<file path="config.mk">
export PLATFORM = sky130hd
export DESIGN_NAME = mesh_streamer
export DESIGN_NICKNAME = d
export VERILOG_FILES = /design/src/rtl/mesh_pkg.sv /design/src/rtl/stream_fifo2.sv /design/src/rtl/mesh_streamer.sv
export SDC_FILE = /design/constraint.sdc
export NUM_CORES = 1
export LEC_CHECK = 0
export CAP_MARGIN = 20
export CORE_ASPECT_RATIO = 1.1
export CORE_UTILIZATION = 45
export CTS_CLUSTER_DIAMETER = 80
export DETAILED_ROUTE_END_ITERATION = 12
export GPL_TIMING_DRIVEN = 0
export PLACE_DENSITY = 0.63
export SYNTH_ARGS = -nofsm -noshare
export SYNTH_HDL_FRONTEND = slang
export SYNTH_SLANG_ARGS = --single-unit
</file>
<file path="constraint.sdc">
create_clock -name clk -period 13.3 [get_ports clk]
set_clock_uncertainty 0.1 [all_clocks]
set_input_delay 2.66 -clock clk [delete_from_list [all_inputs] [get_ports clk]]
set_output_delay 2.66 -clock clk [all_outputs]
set_load 0.01 [all_outputs]
</file>
<file path="src/rtl/mesh_pkg.sv">
// mesh_pkg: shared FSM states, image layout constants and the face-count address helper.
package mesh_pkg;
    typedef enum logic [2:0] {IDLE, RD_VCNT, RD_VERT, RD_FCNT, RD_FACE, DRAIN} state_t;
    localparam int HDR_VCNT_ADDR = 0;
    localparam int WORDS_PER_VERT = 3;
    localparam int WORDS_PER_FACE = 3;
    function automatic logic [63:0] fcnt_addr(input logic [63:0] v);
        return 64'(HDR_VCNT_ADDR) + 64'd1 + 64'(WORDS_PER_VERT) * v;
    endfunction
endpackage

</file>
<file path="src/rtl/stream_fifo2.sv">
// stream_fifo2: 2-entry FIFO whose head drives the stream outputs directly.
module stream_fifo2 #(
    parameter int W = 33
) (
    input  logic         clk,
    input  logic         rst_n,
    input  logic         push,
    input  logic [W-1:0] push_data,
    input  logic         pop,
    output logic [W-1:0] rd_data,
    output logic         full,
    output logic         empty,
    output logic [1:0]   count
);
    logic [W-1:0] mem_q [2];
    logic [W-1:0] mem_d [2];
    logic wr_q, wr_d, rd_q, rd_d;
    logic [1:0] cnt_q, cnt_d;
    always_comb begin
        mem_d = mem_q;
        if (push) mem_d[wr_q] = push_data;
        wr_d = wr_q ^ push;
        rd_d = rd_q ^ pop;
        cnt_d = cnt_q + 2'(push) - 2'(pop);
    end
    always_ff @(posedge clk or negedge rst_n) begin
        if (!rst_n) begin
            mem_q <= '{default: '0};
            wr_q <= 1'b0;
            rd_q <= 1'b0;
            cnt_q <= 2'd0;
        end else begin
            mem_q <= mem_d;
            wr_q <= wr_d;
            rd_q <= rd_d;
            cnt_q <= cnt_d;
        end
    end
    assign rd_data = mem_q[rd_q];
    assign full = cnt_q == 2'd2;
    assign empty = cnt_q == 2'd0;
    assign count = cnt_q;
endmodule

</file>
<file path="src/rtl/mesh_streamer.sv">
// mesh_streamer: streams a mesh image out of RAM; MESH_STREAMER_CHECKSUM_EN appends a wrapping-sum word.
module mesh_streamer
    import mesh_pkg::*;
#(
    parameter int ADDR_W = 9,
    parameter int DATA_W = 32
) (
    input  logic              clk,
    input  logic              rst_n,
    input  logic              start,
    output logic              RAM_EN,
    output logic [ADDR_W-1:0] RAM_A,
    input  logic [DATA_W-1:0] RAM_Do,
    output logic [DATA_W-1:0] m_data,
    output logic              m_valid,
    input  logic              m_ready,
    output logic              m_last,
    output logic              busy,
    output logic              error
);
    localparam int SW = ADDR_W + 26;
    localparam logic [SW-1:0] MAX_A = SW'((64'd1 << ADDR_W) - 64'd1);
    state_t state_q, state_d;
    logic [ADDR_W-1:0] addr_q, addr_d, fa_q, fa_d, la_q, la_d, cur_fa, cur_la;
    logic [SW-1:0] fa_new, la_new;
    logic ret_q, ret_d, ret_hdr_q, ret_hdr_d, ret_last_q, ret_last_d;
    logic busy_q, busy_d, error_q, error_d;
    logic pop, push, full, empty, room, issue, hdr_iss, last_iss, fin;
    logic v_ret, f_ret, ovf_v, ovf_f, f_zero;
    logic [1:0] cnt;
    logic [DATA_W:0] push_word;
    assign pop = m_valid && m_ready;
    assign fa_new = SW'(fcnt_addr(64'(RAM_Do)));
    assign la_new = SW'(fa_q) + SW'(WORDS_PER_FACE) * SW'(RAM_Do);
    assign v_ret = ret_q && ret_hdr_q && state_q == RD_VCNT;
    assign f_ret = ret_q && ret_hdr_q && state_q == RD_FCNT;
    assign ovf_v = fa_new > MAX_A;
    assign ovf_f = la_new > MAX_A;
    assign f_zero = RAM_Do == '0;
    // Counts returned on this cycle are forwarded so the next address issues without a bubble.
    assign cur_fa = v_ret ? fa_new[ADDR_W-1:0] : fa_q;
    assign cur_la = f_ret ? la_new[ADDR_W-1:0] : la_q;
    assign room = (!full || pop) && !(cnt == 2'd1 && ret_q && !pop);
    assign issue = room && (state_q == RD_VCNT ? (!ret_q || (v_ret && !ovf_v)) :
                            state_q == RD_VERT || state_q == RD_FACE || (f_ret && !ovf_f && !f_zero));
    assign hdr_iss = (state_q == RD_VCNT && !ret_q) ||
                     ((state_q == RD_VCNT || state_q == RD_VERT) && addr_q == cur_fa);
    assign last_iss = (state_q == RD_FCNT || state_q == RD_FACE) && addr_q == cur_la;
    assign fin = ret_q && (ret_hdr_q ? (v_ret ? ovf_v : ovf_f || f_zero) : ret_last_q);
    assign RAM_EN = issue;
    assign RAM_A = issue ? addr_q : '0;
    assign m_valid = !empty;
    assign busy = busy_q;
    assign error = error_q;
    always_comb begin
        state_d = state_q;
        addr_d = issue ? addr_q + 1'b1 : addr_q;
        fa_d = v_ret ? cur_fa : fa_q;
        la_d = f_ret ? cur_la : la_q;
        error_d = error_q || (v_ret && ovf_v) || (f_ret && ovf_f);
        ret_d = issue;
        ret_hdr_d = hdr_iss;
        ret_last_d = last_iss;
        case (state_q)
            IDLE: if (start) begin
                state_d = RD_VCNT;
                addr_d = ADDR_W'(HDR_VCNT_ADDR);
                error_d = 1'b0;
            end
            RD_VCNT: if (v_ret) state_d = ovf_v ? DRAIN : hdr_iss ? RD_FCNT : RD_VERT;
            RD_VERT: if (issue && hdr_iss) state_d = RD_FCNT;
            RD_FCNT: if (f_ret) state_d = (ovf_f || f_zero) ? DRAIN : RD_FACE;
            RD_FACE: if (issue && last_iss) state_d = DRAIN;
            default: if (pop && m_last) state_d = IDLE;
        endcase
        busy_d = state_d != IDLE;
    end
    always_ff @(posedge clk or negedge rst_n) begin
        if (!rst_n) begin
            state_q <= IDLE;
            addr_q <= '0;
            fa_q <= '0;
            la_q <= '0;
            ret_q <= 1'b0;
            ret_hdr_q <= 1'b0;
            ret_last_q <= 1'b0;
            busy_q <= 1'b0;
            error_q <= 1'b0;
        end else begin
            state_q <= state_d;
            addr_q <= addr_d;
            fa_q <= fa_d;
            la_q <= la_d;
            ret_q <= ret_d;
            ret_hdr_q <= ret_hdr_d;
            ret_last_q <= ret_last_d;
            busy_q <= busy_d;
            error_q <= error_d;
        end
    end
`ifdef MESH_STREAMER_CHECKSUM_EN
    logic [DATA_W-1:0] sum_q, sum_d;
    logic ck_q, ck_d, ck_push;
    assign ck_push = ck_q && (!full || pop);
    assign push = ret_q || ck_push;
    assign push_word = ck_push ? {1'b1, sum_q} : {1'b0, RAM_Do};
    always_comb begin
        sum_d = state_q == IDLE ? '0 : ret_q ? sum_q + RAM_Do : sum_q;
        ck_d = (ck_q && !ck_push) || fin;
    end
    always_ff @(posedge clk or negedge rst_n) begin
        if (!rst_n) begin
            sum_q <= '0;
            ck_q <= 1'b0;
        end else begin
            sum_q <= sum_d;
            ck_q <= ck_d;
        end
    end
`else
    assign push = ret_q;
    assign push_word = {fin, RAM_Do};
`endif
    stream_fifo2 #(.W(DATA_W + 1)) u_fifo (
        .clk      (clk),
        .rst_n    (rst_n),
        .push     (push),
        .push_data(push_word),
        .pop      (pop),
        .rd_data  ({m_last, m_data}),
        .full     (full),
        .empty    (empty),
        .count    (cnt)
    );
endmodule

</file>
* After elaboration in Yosys (flattened, before gate mapping)
Index checks and enable logic that the tools add are counted.
Widths: inputs -> output; s select.
** Storage, ports and cells
- Register bits after elaboration :: 105
- Latch bits :: 0
- RAM bits :: 0
- Bits in read-only memories :: 0
- Input port bits :: 36
- Output and inout port bits :: 46
- Word-level logic and storage cells :: 108
- Memories :: 0
** Operators by class
- $add $sub $neg :: 5
- Multipliers :: 2
- Divide/modulo/power cells :: 0
- $lt $le $gt $ge :: 5
- Equality and inequality tests :: 8
- Shift-type cells :: 0
- Multiplexer cells :: 27
- Bitwise operators :: 4
- Reductions and logical operators :: 43
** Operators with widths (count)
- $mux 33 :: 4
- $gt 35x9->1 const B :: 2
- $mul 2x32->34 const A :: 2
- $bwmux 66 :: 1
- $mux 9 :: 6
- $add 1x34->35 const A :: 1
- $add 9x34->35 :: 1
- $demux 33 s1 :: 1
- $logic_not 32->1 :: 1
- $logic_and 1x1->1 :: 21
- $mux 3 :: 7
- $eq 9x9->1 :: 2
- $pmux 3 s5 :: 1
- $logic_or 1x1->1 :: 10
- $add 9x1->9 const B :: 1
- $logic_not 1->1 :: 8
- $mux 1 :: 7
- $eq 3x2->1 const B :: 2
- $ge 2x2->1 const B :: 2
- $not 1->2 :: 2
- $eq 3x1->1 const B :: 1
- $eq 3x3->1 const B :: 1
- $logic_not 3->1 :: 1
- $reduce_bool 3->1 :: 1
- 7 further kinds :: 8

* Depth between registers and ports, before layout
- Depth in word-level cells :: 13
- Mapped depth :: 18
- Depth with buffers taken out :: 17

* By module
From an unflattened synthesis, not the netlist that was laid out.
** Second synthesis, totals
- Cell total of the unflattened synthesis :: 1097
- Area, all modules :: 10677.7 um2
** Modules (own cells, without submodules)
- mesh_streamer :: instances 1, cells an instance 904, area each 7155.6 um2, sequential area each 875.8 um2
- stream_fifo2 :: instances 1, cells an instance 193, area each 3522.1 um2, sequential area each 1751.7 um2

* Worst setup path before layout
OpenSTA, ideal clock, no wires.
- Path kind :: input to output
- From :: input RAM_Do[0]
- To :: output RAM_A[0]
- Arrival :: 6486 ps
- Required time :: 10540 ps
- Slack :: 4054 ps
- Stages :: 17
- Path buffers :: 1
- Path through :: inv_1 > fa_1 > inv_1 > ha_1 > fa_1 > a21o_1 > a311o_1 > a41oi_2 > a211oi_1 > o41a_1 > a22oi_1 > nand4b_1 > nor2_1 > a21oi_1 > nor3_1 > buf_2 > ha_1
** Between the ends
- Cells in the longest elaborated chain, start to end :: 10
- Elaborated cells on any way between the ends :: 18
- Classes of those cells :: add/sub (2); mul (2); order compare (2); mux (2); reduce/logical (10)
** RTL lines
- from (decl) :: RTL line mesh_streamer.sv:13 : input logic [DATA_W-1:0] RAM_Do,
- $mul 2x32->34 :: RTL line mesh_pkg.sv:8, mesh_streamer.sv:34
- $add 9x34->35 :: RTL line mesh_streamer.sv:34 : assign la_new = SW'(fa_q) + SW'(WORDS_PER_FACE) * SW'(RAM_Do);
- $gt 35x9->1 :: RTL line mesh_streamer.sv:38 : assign ovf_f = la_new > MAX_A;
- $logic_not 1->1 :: RTL line mesh_streamer.sv:45 : state_q == RD_VERT || state_q == RD_FACE || (f_ret && !ovf_f && !f_zero));
- $logic_and 1x1->1 (2 in a row) :: RTL line mesh_streamer.sv:45
- $logic_or 1x1->1 :: RTL line mesh_streamer.sv:45
- $mux 1 * :: RTL line mesh_streamer.sv:44 : assign issue = room && (state_q == RD_VCNT ? (!ret_q || (v_ret && !ovf_v)) :
- $logic_and 1x1->1 * :: RTL line mesh_streamer.sv:44
- net RAM_EN :: RTL line mesh_streamer.sv:11 : output logic RAM_EN,
- $mux 9 * :: RTL line mesh_streamer.sv:51 : assign RAM_A = issue ? addr_q : '0;
- to (decl) :: RTL line mesh_streamer.sv:12 : output logic [ADDR_W-1:0] RAM_A,
The timed path passes the listed nets; every way through them passes the cells marked *.

* Final worst setup path
- From :: input RAM_Do[0]
- To :: output RAM_A[0]
** Between the ends
- Cells in the longest elaborated chain, start to end :: 10
- Elaborated cells on any way between the ends :: 18
- Classes of those cells :: add/sub (2); mul (2); order compare (2); mux (2); reduce/logical (10)
** RTL lines (RTL line)
- $mul 2x32->34 :: mesh_pkg.sv:8, mesh_streamer.sv:34
- $add 9x34->35 :: mesh_streamer.sv:34
- $gt 35x9->1 :: mesh_streamer.sv:38
- $logic_not 1->1 :: mesh_streamer.sv:45
- $logic_and 1x1->1 (2 in a row) :: mesh_streamer.sv:45
- $logic_or 1x1->1 :: mesh_streamer.sv:45
- $mux 1 * :: mesh_streamer.sv:44
- $logic_and 1x1->1 * :: mesh_streamer.sv:44
- $mux 9 * :: mesh_streamer.sv:51
Every way passes the cells marked *; elsewhere a longest branch is shown, timed or not.

==> results.md <==
- Power per cell area: 89.00 mW/mm²
- Number of inserted diodes: 0
- Slowest CP cell: clkdlybuf4s50_1
- Die width: 148.3 µm
- Crit path kind: input pin to output pin
- TritonCTS clock tree: done
- Vias in the first global route: 9040
- Sequential cell area fraction in the yosys report: 24.80%
- Reg-to-Reg Start: fa_q[1]
- Post-route minimum period: 11.43 ns
- Top cells by area, synth: dfrtp_1, mux2_2, ha_1, fa_1, nand2_1
- Worst Path Arrival: 8.67 ns
- Pleak: 0.005287 µW
- # setup viols final: 0
- Worst hold margin: 0.3951 ns
- Commonest non-fill, non-tap cell in the layout: nand2_1
- Grt met2 use: 45.50%
- Synth area leader: dfrtp_1
- DRC: 0
- Critical Path Fanout Max: 12
- Clock transition at path regs: 0.08 ns
- Max_cap viols: 0
- Worst setup path startpoint: RAM_Do[0]
- Initial Util: 46.06%
- Share of post-route cells with drive strength above 1: 12.91%
- RePlAce Congestion: 0.9302
- Die Footprint: 0.02416 mm²
- Critical Path Sink: RAM_A[0]
- Synthesized netlist net count: 1346
- Worst skew pair latency: 0.37 ns
- Top achievable clock speed: 87.48 MHz
- Ys Warns: 0
- Grt ovf: 0
- Most frequent cells in the layout: nand2_1, dfrtp_1, mux2_2
- Netlist cell types: 81
- Grt peak-use layer: met2
- Final #Nets: 1439
- Crit path largest cell delay: 0.80 ns
- Met3 usage: 3.025%
- Critical path depth: 19
- R2R cell count: 18
- # H-tree levels: 3
- Worst EP required: 10.54 ns
- Wirelength, routed: 31820 µm
- Cell Area, Synth: 0.01060 mm²
- Clk root buf: clkbuf_16
- Routing usage on met1: 34.59%
- Seq cells post-synth: 105
- Gr usage total: 26.65%
- Cts hold-fix bufs: 0
- R2R Path End: addr_q[0]
- Post-synth top flop: dfrtp_1
- Worst path top cell family by delay: compound AO/OA/AOI/OAI gates
- Final HPWL DP: 25490 µm
- Worst-margin pin slew: 0.9375 ns
- CP endpoint kind: output pin
- CTS max path bufs: 2
- Resized Gates After CTS: 0
- Post-DR vias/cell: 5.970
- Critical path, cell by cell: clkdlybuf4s50_1 > inv_1 > fa_1 > inv_1 > ha_1 > fa_1 > a21o_1 > a311o_1 > a41oi_2 > a211oi_1 > o41a_1 > a22oi_1 > nand4b_1 > nor2_1 > a21oi_1 > nor3_1 > buf_2 > ha_1 > clkdlybuf4s50_1
- Num CTS Buffers: 9
- Ys async rst share: 100.0%
- Initial antenna violation count: 0
- IO Port Bufs: 81
- Worst reg-to-reg setup slack: 8.09 ns
- Post-DRT Antenna Nets: 0
- Largest net degree at the start of global routing: 61
- Die Span Y: 162.9 µm
- Relative slew slack: 37.50%
- Mapped Cells: 1188
- # Post-CTS Setup Buffers: 0
- DR iter-0 viols: 693
- Syn Area/Cell: 8.918 µm²
- Status: finished, final reports clean
- Io pins: 82
- Final hold vios: 0
- First-pass GRT wire length: 49600 µm
- RSZ-0062 raised after global routing: false
- Buf/Inv on CP: 5
- Setup TNS: 0 ns
- Worst min-delay path category: register to register
- Top cell type's share of synthesized area: 24.80%
- Routed len/inst: 20.06 µm
- Pre-antenna DRT Iters: 5
- Clock sinks: 105
- WHS Path Cells: 2
- Row cnt: 58
- Core Area: 0.02300 mm²
- Worst vdd ir: 50.88 µV
- Post-synth EDFFs: 0
- Synth-to-Final Area Change: 14.31%
- Fin crit share: 85.95%
- Vias: 9468
- CP Launch Type: input pin
- Fin. max-slew vios: 0
==> where the power goes <==
| part | internal (µW) | switching (µW) | total, µW |
|---|---|---|---|
| combinational | 179 | 283 | 462 |
| clock | 136 | 148 | 284 |
| sequential | 327 | 5.29 | 333 |
| total | 642 | 436 | 1080 |
==> flip-flops by register name, indices dropped and copies added, names as in the netlist, 2 cells and up <==
name,cells
u_fifo.mem_q,66
addr_q,9
fa_q,9
la_q,9
state_q,3
u_fifo.count,2
==> worst min path at each step <==
stage | start | to | slack (ns)
2_1_floorplan | la_q[7] | la_q[7] | 0.35
3_3_place_gp | la_q[5] | la_q[5] | 0.37
3_5_place_dp | la_q[1] | la_q[1] | 0.38
4_1_cts | la_q[1] | la_q[1] | 0.40
5_1_grt | u_fifo.mem_q[25] | u_fifo.mem_q[25] | 0.42
6_report | la_q[1] | la_q[1] | 0.40
==> logic make-up (layout without fill, tap and decap cells) <==
family | after synthesis | after routing | share of synthesized area, %
compound gates | 280 | 280 | 18.19
flops | 105 | 105 | 24.80
simple gates | 390 | 390 | 18.94
xor+xnor | 50 | 50 | 4.393
buf+inv | 124 | 222 | 4.759
fa+ha+maj | 122 | 122 | 16.67
mux | 117 | 117 | 12.25
==> metal layers <==
metal	vias to the layer above	routed length, µm
li1	4548	-
met1	4598	14080
met2	266	15340
met3	56	1329
met4	0	1060
met5	-	0
==> synthesized netlist by cell type, types with 6 or more instances <==
library cell,number
nand3_1,35
dfrtp_1,105
o22ai_1,9
nor3_1,23
inv_1,56
or3_1,12
nor2_1,67
o21ai_0,52
o21a_1,13
xnor2_1,34
o2111ai_1,6
a21o_1,20
o211ai_1,12
and4_1,8
a31o_2,10
xor2_1,14
a211oi_1,12
nor2b_1,11
clkbuf_1,45
a31oi_1,16
buf_1,6
nor4_1,13
mux2_2,101
nand2_1,115
mux2i_1,16
ha_1,90
a2111oi_0,8
nand4_1,34
and3_1,8
or4_1,6
buf_2,12
fa_1,32
and2_1,18
a21oi_1,60
nand2b_1,7
==> layout make-up <==
type | count | area [µm²]
fill | 2207 | 10890
multi-input combinational | 959 | 7463
sequential | 105 | 2628
timing repair buffer | 82 | 835.8
tap | 300 | 375.4
buffer | 68 | 294.0
clock buffer | 9 | 225.2
inverter | 56 | 210.2
clock inverter | 7 | 80.08
==> worst register-to-register path, cell delays in order, from the launching register on <==
cell,delay [ns]
dfrtp_1,0.36
inv_1,0.05
fa_1,0.51
inv_1,0.05
ha_1,0.22
fa_1,0.41
a21o_1,0.20
a311o_1,0.41
a41oi_2,0.27
a211oi_1,0.19
o41a_1,0.42
a22oi_1,0.19
nand4b_1,0.28
nor2_1,0.24
a21oi_1,0.21
nor3_1,0.34
buf_2,0.27
ha_1,0.25
and2_1,0.14
==> stage by stage <==
| stage | total power [µW] | setup WS, ns | cells | cell area [µm²] | util (%) |
|---|---|---|---|---|---|
| global route | 1144 | 1.590 | 1586 | 12110 | 52.65 |
| floorplan | 658.7 | 4.054 | 1188 | 10600 | - |
| CTS | 1089 | 1.895 | 1586 | 12110 | 52.65 |
| finish | 1078 | 1.869 | 1586 | 12110 | 52.65 |
| detailed placement | 796.4 | 1.934 | 1570 | 11810 | 51.32 |
| global placement | 791.0 | 1.961 | 1569 | 11780 | 51.21 |
Power figures use the tool's default switching activity.
==> RTL edit, RTL diff (config.mk and constraints unchanged) <==
`DATA_W`: 32 -> 36.
--- a/src/rtl/mesh_streamer.sv
+++ b/src/rtl/mesh_streamer.sv
@@ -3,7 +3,7 @@
     import mesh_pkg::*;
 #(
     parameter int ADDR_W = 9,
-    parameter int DATA_W = 32
+    parameter int DATA_W = 36
 ) (
     input  logic              clk,
     input  logic              rst_n,
Ports: changed (resized RAM_Do and m_data); port bits go from 82 to 90. No check against the original RTL was run, so the function may have changed too.
==> RTL edit against the unedited design <==
Synthesized area rose by 7.5%; first-iteration DRC count is 0.29% lower; cell area increased by 9.8%; sequential cell count grew 8; global-route usage grew 1.2 points; via count is 8.4% higher; sequential share of layout area is 0.44 points lower; wire length is 11% higher; worst setup slack got worse by 0.065 ns.
Power is not compared: it rests on default switching activity, and its combinational part moved more than twofold at a synthesized area within 25%.
==> RTL edit: results (changes against the unedited design) <==
The flow ran to the end, and the final reports show no timing, DRC or antenna violations. The worst hold path belongs to the class flip-flop to flip-flop. The wire length of the first global-routing pass is 55900 um (+13%). The detailed-route via count came out at 10300 (+8.4%). Counting instances in the post-synthesis netlist gives the leading cell types as sky130_fd_sc_hd__mux2_2, sky130_fd_sc_hd__dfrtp_1, sky130_fd_sc_hd__ha_1, sky130_fd_sc_hd__nand2_1, sky130_fd_sc_hd__inv_1.

The non-filler instance count after layout came to 1670 (+5.3%). The register-to-register setup slack was 7.86 ns (-0.23 ns). The iteration count of the initial detailed-routing pass is 5 (unchanged). The global-route track usage on met3 came out at 3.12% (+0.098 points). The part of the Yosys area used for sequential elements came out at 24.8% (about the same).

The violation count after the first detailed-routing iteration was 691 (-0.29%). The signal arrival time at the worst endpoint is 8.74 ns (+0.07 ns). The clock edge transition at the registers on the reported setup and hold paths came to 0.06 ns (-0.02 ns). The final antenna diode count came to 0 (unchanged). The async set-or-reset flop fraction in the synthesized netlist is 100% (unchanged). The weighted congestion at the end of routability-driven global placement was 0.945 (+1.5%). The post-CTS setup buffer count was 0 (unchanged).

The maximum number of pins on one net before global-route repair is 70 (+15%). The static leakage power is approximately 5.6 nW. The largest fanout on the critical path came out at 10 (-2). Sorting the synthesized cells by area gives the leading types as sky130_fd_sc_hd__dfrtp_1, sky130_fd_sc_hd__mux2_2, sky130_fd_sc_hd__ha_1, sky130_fd_sc_hd__fa_1, sky130_fd_sc_hd__a21oi_1. The tightest slew margin relative to the limit came to 29.0% (-8.5 points).

The later-pin clock latency in the skew report is 0.44 ns (+0.07 ns). u_fifo.mem_q holds more flip-flops than any other register. The fraction of layout cells with a size suffix above 1 is 16.0% (+3.1 points). The number of antenna violations at the first check in global routing is 0 (unchanged).

The synthesized net count came out at 1403 (+4.2%). IR analysis of the VDD net gives a maximum drop of roughly 0.11 mV. The number of fill cells came out at 2326 (+5.4%). The number of placed instances with taps included came out at 1638 (+4.3%). In this run the critical register-to-register path is captured at addr_q[0].

The highest cell delay on the worst timing path is 0.83 ns (+0.03 ns). The maximum clock path buffer count is 2 (unchanged). The routing usage on met2 was 47.3% (+1.8 points).

The post-detailed-routing wire length is 35200 um (+11%). The number of clock buffers inserted by TritonCTS is 17 (+8). The cell sitting at the root of the clock tree is a sky130_fd_sc_hd__clkbuf_16. The timing startpoint of the critical path is RAM_Do[1].

In this run the worst setup path terminates at RAM_A[0]. The HPWL after detailed placement came out at 27700 um (+8.8%). The level count of the clock H-tree is 4 (+1).

The count of input and output buffers is 89 (+9.9%). The slowest stage of the critical path belongs to the cell sky130_fd_sc_hd__clkdlybuf4s50_1. The count of nets after finishing came out at 1513 (+5.1%). The number of flip-flops under the largest register name was 74 (+12%). The post-cts gate resize count is 0 (unchanged). In this run the critical register-to-register path is launched from fa_q[1].

The number of instances in the synthesized netlist is 1237 (+4.1%). The overall track demand over capacity in global routing came out at 27.8% (+1.2 points). The logic depth of the worst register-to-register path is 16 (-2). The number of library cell types mapped by synthesis was 91 (+12%). The global routing usage on met1 is 36.5% (+1.9 points).
-- RTL edit: cell families after synthesis --
kind of cell,after synthesis,synth area share (%)
multiplexers,133,13.0
AO/OA/AOI/OAI,308,19.1
XOR/XNOR,54,4.27
buffers and inverters,142,5.57
adder cells (fa/ha/maj),126,16.1
AND/OR/NAND/NOR,361,17.2
flip-flops,113,24.8
-- RTL edit: metrics by stage --
stage          power, mW  instance area [um^2]  setup slack (ns)
6_report            2.41                 13300              1.80
5_1_grt             2.57                 13300              1.53
2_1_floorplan       1.43                 11400              4.14
3_5_place_dp        1.92                 12700              1.89
3_3_place_gp        1.90                 12700              1.94
4_1_cts             2.42                 13300              1.87
-- RTL edit: layout make-up --
class | count | area share (%)
clock inverters | 13 | 1.13
repair buffers | 91 | 6.99
multi-input cells | 982 | 59.6
flip-flops and latches | 113 | 21.3
plain buffers | 70 | 2.74
clock buffers | 19 | 3.33
well taps | 310 | 2.92
inverters | 72 | 2.03
-- RTL edit: worst max-delay path: cells and delay by family --
kind                       cells  cell delay (ns)
AOI/OAI and AO/OA              6             1.82
and+or+nand+nor                4             1.20
adders and majority gates      4             1.43
buffers and inverters          3             1.61
-- RTL edit: worst min-delay path by stage --
stage / startpoint / endpoint / slack (ns) / depth (start not counted)
after floorplan: la_q[0] / la_q[0] / 0.37 / 2
after global placement: la_q[0] / la_q[0] / 0.38 / 2
after detailed placement: u_fifo.mem_q[0] / u_fifo.mem_q[0] / 0.39 / 1
after CTS: u_fifo.mem_q[55] / u_fifo.mem_q[55] / 0.41 / 1
after global routing: u_fifo.mem_q[65] / u_fifo.mem_q[65] / 0.41 / 1
final: u_fifo.mem_q[19] / u_fifo.mem_q[19] / 0.40 / 1
-- RTL edit: power groups by stage --
stage                     Combinational [mW]  Sequential (mW)  Clock, mW
after floorplan                        0.874            0.556          0
after global placement                  1.32            0.573          0
after detailed placement                1.34            0.581          0
after CTS                               1.35            0.575      0.492
after global routing                    1.46            0.594      0.507
final                                   1.35            0.575      0.486
-- RTL edit: layer usage --
layer | share of wire, % | vias up | wire length, um
li1 | - | 4811 | -
met1 | 45 | 5070 | 15700
met2 | 48 | 324 | 16800
met3 | 4.9 | 62 | 1710
met4 | 2.8 | 0 | 979
met5 | 0 | - | 0
